$ cat config.mk
export PLATFORM = sky130hd
export DESIGN_NAME = hermes_local_injector
export DESIGN_NICKNAME = d
export VERILOG_FILES = /design/src/rtl/hermes_local_injector.sv
export SDC_FILE = /design/constraint.sdc
export NUM_CORES = 1
export LEC_CHECK = 0
export ABC_AREA = 0
export BUFFER_PORTS_ARGS = -buffer_cell sky130_fd_sc_hd__buf_4
export CAP_MARGIN = 20
export CORE_AREA = 3 3 88 81
export DETAILED_ROUTE_END_ITERATION = 8
export DIE_AREA = 0 0 91 84
export PLACE_DENSITY = 0.83
export SLEW_MARGIN = 40
export SYNTH_ARGS = -nofsm -noshare
export SYNTH_HDL_FRONTEND = slang
export SYNTH_SLANG_ARGS = --single-unit
$ cat constraint.sdc
create_clock -name clk_i -period 5.2 [get_ports clk_i]
set_clock_uncertainty 0.2 [all_clocks]
set_input_delay 0.78 -clock clk_i [delete_from_list [all_inputs] [get_ports clk_i]]
set_output_delay 0.78 -clock clk_i [all_outputs]
set_load 0.005 [all_outputs]
$ cat src/rtl/hermes_local_injector.sv
// Hermes LOCAL-port packet source: turns a descriptor plus payload stream into
// header, size and payload flits behind a single registered flit slot under credit flow control.
module hermes_local_injector #(
    parameter int FLIT_SIZE = 32,
    parameter int SIZE_W    = 16
) (
    input  logic                 clk_i,
    input  logic                 rst_ni,
    input  logic                 req_valid_i,
    output logic                 req_ready_o,
    input  logic [15:0]          req_target_i,
    input  logic [SIZE_W-1:0]    req_size_i,
    input  logic                 pl_valid_i,
    output logic                 pl_ready_o,
    input  logic [FLIT_SIZE-1:0] pl_data_i,
    output logic                 tx_o,
    input  logic                 credit_i,
    output logic [FLIT_SIZE-1:0] data_o,
    output logic                 pkt_done_o,
    output logic                 busy_o,
    output logic [1:0]           state_o
);

    // Handshakes: a transfer happens on the rising edge where valid && ready;
    // ready never depends on valid, and valid/data hold until the transfer.
    typedef enum logic [1:0] {
        ST_IDLE    = 2'd0,
        ST_SIZE    = 2'd1,
        ST_PAYLOAD = 2'd2
    } state_t;

    state_t                state;
    logic [SIZE_W-1:0]     size_q;
    logic [SIZE_W-1:0]     remaining;
    logic                  last_q;

    logic                  slot_free;
    logic                  req_fire;
    logic                  pl_fire;
    logic                  last_accepted;
    logic                  load;
    logic [FLIT_SIZE-1:0]  load_data;
    logic                  load_last;

    assign slot_free     = !tx_o || credit_i;
    assign req_ready_o   = rst_ni && (state == ST_IDLE) && slot_free;
    assign pl_ready_o    = (state == ST_PAYLOAD) && slot_free;
    assign req_fire      = req_valid_i && req_ready_o;
    assign pl_fire       = pl_valid_i && pl_ready_o;
    assign last_accepted = tx_o && credit_i && last_q;
    assign state_o       = state;

    // Selects what, if anything, enters the flit slot on the coming edge.
    always_comb begin
        load      = 1'b0;
        load_data = '0;
        load_last = 1'b0;
        case (state)
            ST_IDLE: begin
                if (req_fire) begin
                    load      = 1'b1;
                    load_data = FLIT_SIZE'(req_target_i);
                end
            end
            ST_SIZE: begin
                if (slot_free) begin
                    load      = 1'b1;
                    load_data = FLIT_SIZE'(size_q);
                    load_last = (size_q == '0);
                end
            end
            ST_PAYLOAD: begin
                if (pl_fire) begin
                    load      = 1'b1;
                    load_data = pl_data_i;
                    load_last = (remaining == SIZE_W'(1));
                end
            end
            default: begin
                load = 1'b0;
            end
        endcase
    end

    always_ff @(posedge clk_i or negedge rst_ni) begin
        if (!rst_ni) begin
            state      <= ST_IDLE;
            size_q     <= '0;
            remaining  <= '0;
            tx_o       <= 1'b0;
            data_o     <= '0;
            last_q     <= 1'b0;
            pkt_done_o <= 1'b0;
            busy_o     <= 1'b0;
        end else begin
            if (load) begin
                tx_o   <= 1'b1;
                data_o <= load_data;
                last_q <= load_last;
            end else if (slot_free) begin
                tx_o   <= 1'b0;
                last_q <= 1'b0;
            end

            pkt_done_o <= last_accepted;

            // A descriptor accepted on the same edge as the last flit keeps busy high.
            if (req_fire) begin
                busy_o <= 1'b1;
            end else if (last_accepted) begin
                busy_o <= 1'b0;
            end

            case (state)
                ST_IDLE: begin
                    if (req_fire) begin
                        size_q <= req_size_i;
                        state  <= ST_SIZE;
                    end
                end
                ST_SIZE: begin
                    if (slot_free) begin
                        if (size_q == '0) begin
                            state <= ST_IDLE;
                        end else begin
                            remaining <= size_q;
                            state     <= ST_PAYLOAD;
                        end
                    end
                end
                ST_PAYLOAD: begin
                    if (pl_fire) begin
                        remaining <= remaining - SIZE_W'(1);
                        if (remaining == SIZE_W'(1)) begin
                            state <= ST_IDLE;
                        end
                    end
                end
                default: begin
                    state <= ST_IDLE;
                end
            endcase
        end
    end

endmodule

* Word-level counts from Yosys, hierarchy flattened *
Index checks and enable logic that the tools add are counted.

word-level totals
  flip-flop bits (word level) = 70
  output and inout bits = 39

cells by class
  add/subtract/negate cells = 1
  eq/ne operators = 8
  reductions and logical operators = 17
  multiplexer cells = 26

operators with widths
  kind                     count
  $pmux W32 S3             1
  $mux W16                 5
  $mux W32                 1
  $pmux W16 S2             1
  $eq A16 B1 Y1 const B    1
  $logic_not A16 Y1        1
  $sub A16 B1 Y16 const B  1
  $mux W1                  10
  $mux W2                  5
  $ne A2 B2 Y1 const B     4
  $reduce_and A4 Y1        2
  $logic_and A1 B1 Y1      7
  $pmux W2 S3              1
  $reduce_bool A2 Y1       3
  $pmux W1 S3              1
  $eq A2 B1 Y1 const B     1
  $eq A2 B2 Y1 const B     1
  $logic_not A2 Y1         1
  $ne A2 B1 Y1 const B     1
  $pmux W1 S2              1
  $reduce_and A2 Y1        1
  $logic_not A1 Y1         1
  $logic_or A1 B1 Y1       1

* Logic depth before layout (Yosys ltp) *
  word-level depth = 7
  gate-level depth with buffers = 9
  depth with buffers taken out = 7

* Worst setup path after synthesis *
Ideal clock, no wire load.

  path kind = input-to-reg
  from = input credit_i
  to = register data_o[0]
  cell stages on the path = 6
  buffers on the path = 2
  arrival time = 2.073 ns
  path slack = 2.795 ns
  setup time = 0.132 ns
  path through = nand2b_1 > and4_1 > clkbuf_1 > o31ai_2 > clkbuf_1 > o21ai_1

on the way
  longest elaborated chain between the ends = 5
  elaborated cells on any way between the ends = 13
  those cells by class = 8 x mux; 5 x reduce/logical

RTL lines
  item                                                line    text
  start, declared                                     17      input logic credit_i,
  $logic_or A1 B1 Y1 *                                45      assign slot_free = !tx_o || credit_i;
  $logic_and A1 B1 Y1 (on tied branches)              47, 46
  $logic_and A1 B1 Y1 (on tied branches)              49, 48
  $mux W32 (tied with other cells)                    73      if (pl_fire) begin
  $pmux W32 S3 / $pmux W1 S3 (equally long branches)  58      case (state)
  end signal, assigned                                98      data_o <= load_data;
  end, declared                                       18      output logic [FLIT_SIZE-1:0] data_o,

Mark *: on every way between the ends. The rest lies on a longest branch, timed or not.
A chain may end at the register's enable or synchronous reset.

* Worst setup path in the final report *
  from = register state[0] (netlist: state_o[0])
  to = register last_q

on the way
  longest elaborated chain between the ends = 7
  elaborated cells on any way between the ends = 15
  those cells by class = 2 x eq/ne; 6 x mux; 7 x reduce/logical

RTL lines
  item                                                  line    text
  start, declared                                       32      state_t state;
  start signal, assigned                                87      state <= ST_IDLE;
  start signal, assigned                                118     state <= ST_SIZE;
  start signal, assigned                                124     state <= ST_IDLE;
  $logic_not A2 Y1                                      46, 58
  $logic_and A1 B1 Y1 (2 in series)                     46      assign req_ready_o = rst_ni && (state == ST_IDLE) && slot_free;
  $logic_and A1 B1 Y1                                   48      assign req_fire = req_valid_i && req_ready_o;
  $mux W1                                               60      if (req_fire) begin
  $pmux W1 S3                                           58
  $mux W1 / $reduce_bool A2 Y1 (equally long branches)  n/a
  end signal, assigned                                  99      last_q <= load_last;
  end, declared                                         35      logic last_q;

Several ways; a longest one is shown, not always the timed one.

==> metrics.csv <==
stage,metric,value,unit
logic_synthesis,sequential area share after synthesis,0.512,
clock_network,number of H-tree levels,3,
timing,worst relative slew slack,0.460,
timing,Final Critical Period,3.07,ns
power,Internal,1.53,mW
routing,post-route ant nets,0,
global_route,global-route wire length before repair,15100,um
clock_network,clk_lat worst skew,0.34,ns
placed_design,HPWL after detailed placement,6610,um
job,max cap viols,0,
clock_network,post-cts hold buffer count,0,
logic_synthesis,Synth async-reset ratio,1.00,
cells_and_area,diodes inserted,0,
floorplanning,core area,0.00622,mm^2
placed_design,Placer Congestion,0.860,
floorplanning,Initial Util,0.551,
worst_setup_path,Crit Path Max Fanout,36,
power,sequential power share,0.397,
floorplanning,Die H,84,um
cells_and_area,final core occ,0.721,
clock_network,CTS root buffer,clkbuf_8,
cells_and_area,Area Growth Syn to Fin,30.9,%
power,Leak,2.24,nW
floorplanning,# rows,27,
logic_synthesis,Mapped Area,0.00342,mm^2
global_route,initial antenna violation count,0,
logic_synthesis,number of synthesized flops with an enable pin,0,
logic_synthesis,syn_nets,457,
worst_setup_path,critical path class,flop to flop,
logic_synthesis,synthesized flop and latch total,70,
clock_network,CTS resizes,0,
cells_and_area,fill cell count,497,
timing,Final Hold Viols,0,
clock_network,CTS tree,yes,
worst_setup_path,Worst setup EP type,flop,
worst_setup_path,WP data arrival,3.11,ns
min_path,worst hold path type,input port to async pin,
clock_network,number of buffers created by CTS,9,
power,PwrDens,572,mW/mm^2
worst_setup_path,Setup crit start kind,flop,
global_route,vias in the first global route,3105,
cells_and_area,share of cells above drive strength 1,0.279,
power,Clock Power Share,0.172,
power,Switch Pwr,1.04,mW
power,switching share of power,0.404,
timing,Worst Tran Pin Value,0.811,ns
worst_setup_path,Reg2Reg Capture Point,last_q$_DFFE_PN0P_,
cells_and_area,Layout Nets,554,
power,VDD IR-drop max,0.261,mV
logic_synthesis,syn_area_per_cell,8.96,um^2
logic_synthesis,Synth Instances,382,
global_route,largest net degree at the start of global routing,74,
timing,Final Max Tran Viols,0,
timing,fmax,326,MHz
worst_setup_path,worst r2r src,state_o[0]$_DFFE_PN0P_,
status,status,completed,
timing,unrepaired setup endpoints after global routing,false,
worst_setup_path,worst setup path endpoint,last_q$_DFFE_PN0P_,
floorplanning,total I/O pin count,108,
timing,# setup viols final,0,
clock_network,Post-CTS Setup Inserts,0,
routing,# DRC,0,
clock_network,clock buffer depth,2,
worst_setup_path,r2r setup slk,2.13,ns
logic_synthesis,unique cell type count in the Yosys netlist,46,
global_route,Overflow after GRT,0,
routing,wire length per cell,16.2,um
worst_setup_path,reg2reg path depth,8,
routing,drt pass-1 iters,6,
logic_synthesis,synth warn,0,
routing,Initial DRC Count,238,
routing,Vias,3221,
logic_synthesis,Main synth FF type,dfrtp_1,
routing,total wire length,9240,um
placed_design,IO buf count,107,
clock_network,clock sink total,70,
power,Comb pwr share,0.432,
worst_setup_path,CP required,5.24,ns
global_route,gr usage total,0.244,
floorplanning,Die ar.,0.00764,mm^2
worst_setup_path,crit path from,state_o[0]$_DFFE_PN0P_,
routing,Via density,5.64,
clock_network,clk slew on worst S/H paths,0.07,ns
timing,setup_tns,0,ns
timing,fin crit share,0.590,
floorplanning,Die Width,91,um
-- registers in the layout (all words and copies together) (netlist names) --
name / flops
pkt_done_o: 1
state_o: 2
remaining: 16
data_o: 32
busy_o: 1
last_q: 1
tx_o: 1
size_q: 16
-- worst max-delay path, cell delays in order (launching register included) --
cell and delay (ns):
dfrtp_1 0.42, inv_1 0.09, ha_2 0.41, and3_1 0.27
buf_4 0.25, o31ai_4 0.64, buf_4 0.44, a211oi_1 0.09
a21o_1 0.16
-- per-stage QoR --
stage / setup slack, ns / instance area [um^2] / hold WS [ns] / cells / total power [mW]
6_report: 2.13 / 4480 / 0.227 / 571 / 2.56
5_1_grt: 1.95 / 4480 / 0.287 / 571 / 2.75
4_1_cts: 2.14 / 4480 / 0.268 / 571 / 2.57
3_5_place_dp: 1.92 / 4280 / 0.258 / 555 / 2.13
3_3_place_gp: 1.83 / 4280 / 0.252 / 555 / 2.08
2_1_floorplan: 2.79 / 3420 / 0.243 / 382 / 1.66
-- power by group through the flow --
stage               Sequential [mW]  Clock (mW)  Combinational (mW)
finish                         1.02       0.440                1.11
global route                   1.05       0.475                1.23
CTS                            1.01       0.445                1.11
detailed placement             1.02           0                1.11
global placement               1.02           0                1.07
floorplan                     0.962           0               0.699
-- routing by layer --
metal  wire (um)  track usage  share of wire  vias to the layer above
li1            -            -              -                     1547
met4         127       0.0904          0.014                        0
met1        4020        0.321           0.44                     1544
met5           0            0              0                        -
met2        4510        0.408           0.49                      119
met3         577       0.0379          0.062                       11
-- cell usage after synthesis, types with 2 or more instances --
cell	instances	area [um^2]
nor3_1	6	30.0
o22a_1	6	52.6
a31oi_1	4	25.0
o21a_1	3	22.5
or3_1	3	18.8
a211oi_1	2	15.0
nor2b_1	3	18.8
mux2i_1	2	20.0
and2_1	3	18.8
ha_1	6	75.1
o21ai_1	27	135
nor2_1	16	60.1
nand2_1	106	398
mux2_1	2	22.5
buf_2	3	15.0
nor4_1	5	31.3
clkbuf_1	22	82.6
a21oi_1	14	70.1
and3_1	8	50.1
nand2b_1	2	12.5
and4_1	2	17.5
o31a_1	2	17.5
dfrtp_1	70	1750
nand3_1	17	85.1
inv_1	10	37.5
o22ai_1	3	18.8
a222oi_1	16	160
-- worst min-delay path by stage --
stage               slack [ns]  cells after the start                   start                      to
floorplan                 0.24                      1      last_q$_DFFE_PN0P_      last_q$_DFFE_PN0P_
global placement          0.25                      2  data_o[19]$_DFFE_PN0P_  data_o[19]$_DFFE_PN0P_
detailed placement        0.26                      2  data_o[25]$_DFFE_PN0P_  data_o[25]$_DFFE_PN0P_
CTS                       0.27                      1                  rst_ni  data_o[17]$_DFFE_PN0P_
global route              0.29                      1                  rst_ni  data_o[26]$_DFFE_PN0P_
finish                    0.23                      1                  rst_ni  data_o[30]$_DFFE_PN0P_
-- cell families after synthesis --
kind of cell	count (synthesis)	share of synthesized area
adder cells (fa/ha/maj)	6	0.0219
multiplexers	4	0.0124
flip-flops	70	0.512
buffers and inverters	37	0.0420
AND/OR/NAND/NOR	178	0.236
AO/OA/AOI/OAI	87	0.176
-- cell type report --
type | instances | area, um^2 | share of cell area
clock buffer | 10 | 138 | 0.0307
clock inverter | 6 | 61.3 | 0.0137
inverter | 12 | 46.3 | 0.0103
multi-input combinational | 275 | 1540 | 0.343
timing repair buffer | 111 | 837 | 0.187
sequential | 70 | 1750 | 0.391
tap | 87 | 109 | 0.0243
-- layout by cell type (no fill, tap or decap), types with 4 or more instances in the layout --
master    Yosys  routed
o21ai_1      27      27
nand2_1     106     106
o22a_1        6       6
inv_1        10      10
a222oi_1     16      16
nor4_1        5       5
clkbuf_8      0      10
buf_4         0     110
a31oi_1       4       4
nor3_1        6       6
a21oi_1      14      14
ha_1          6       5
nand3_1      17      17
nor2_1       16      16
and3_1        8       8
clkinv_2      1       4
dfrtp_1      70      70
Note: power is estimated with default switching activity, not from simulation.
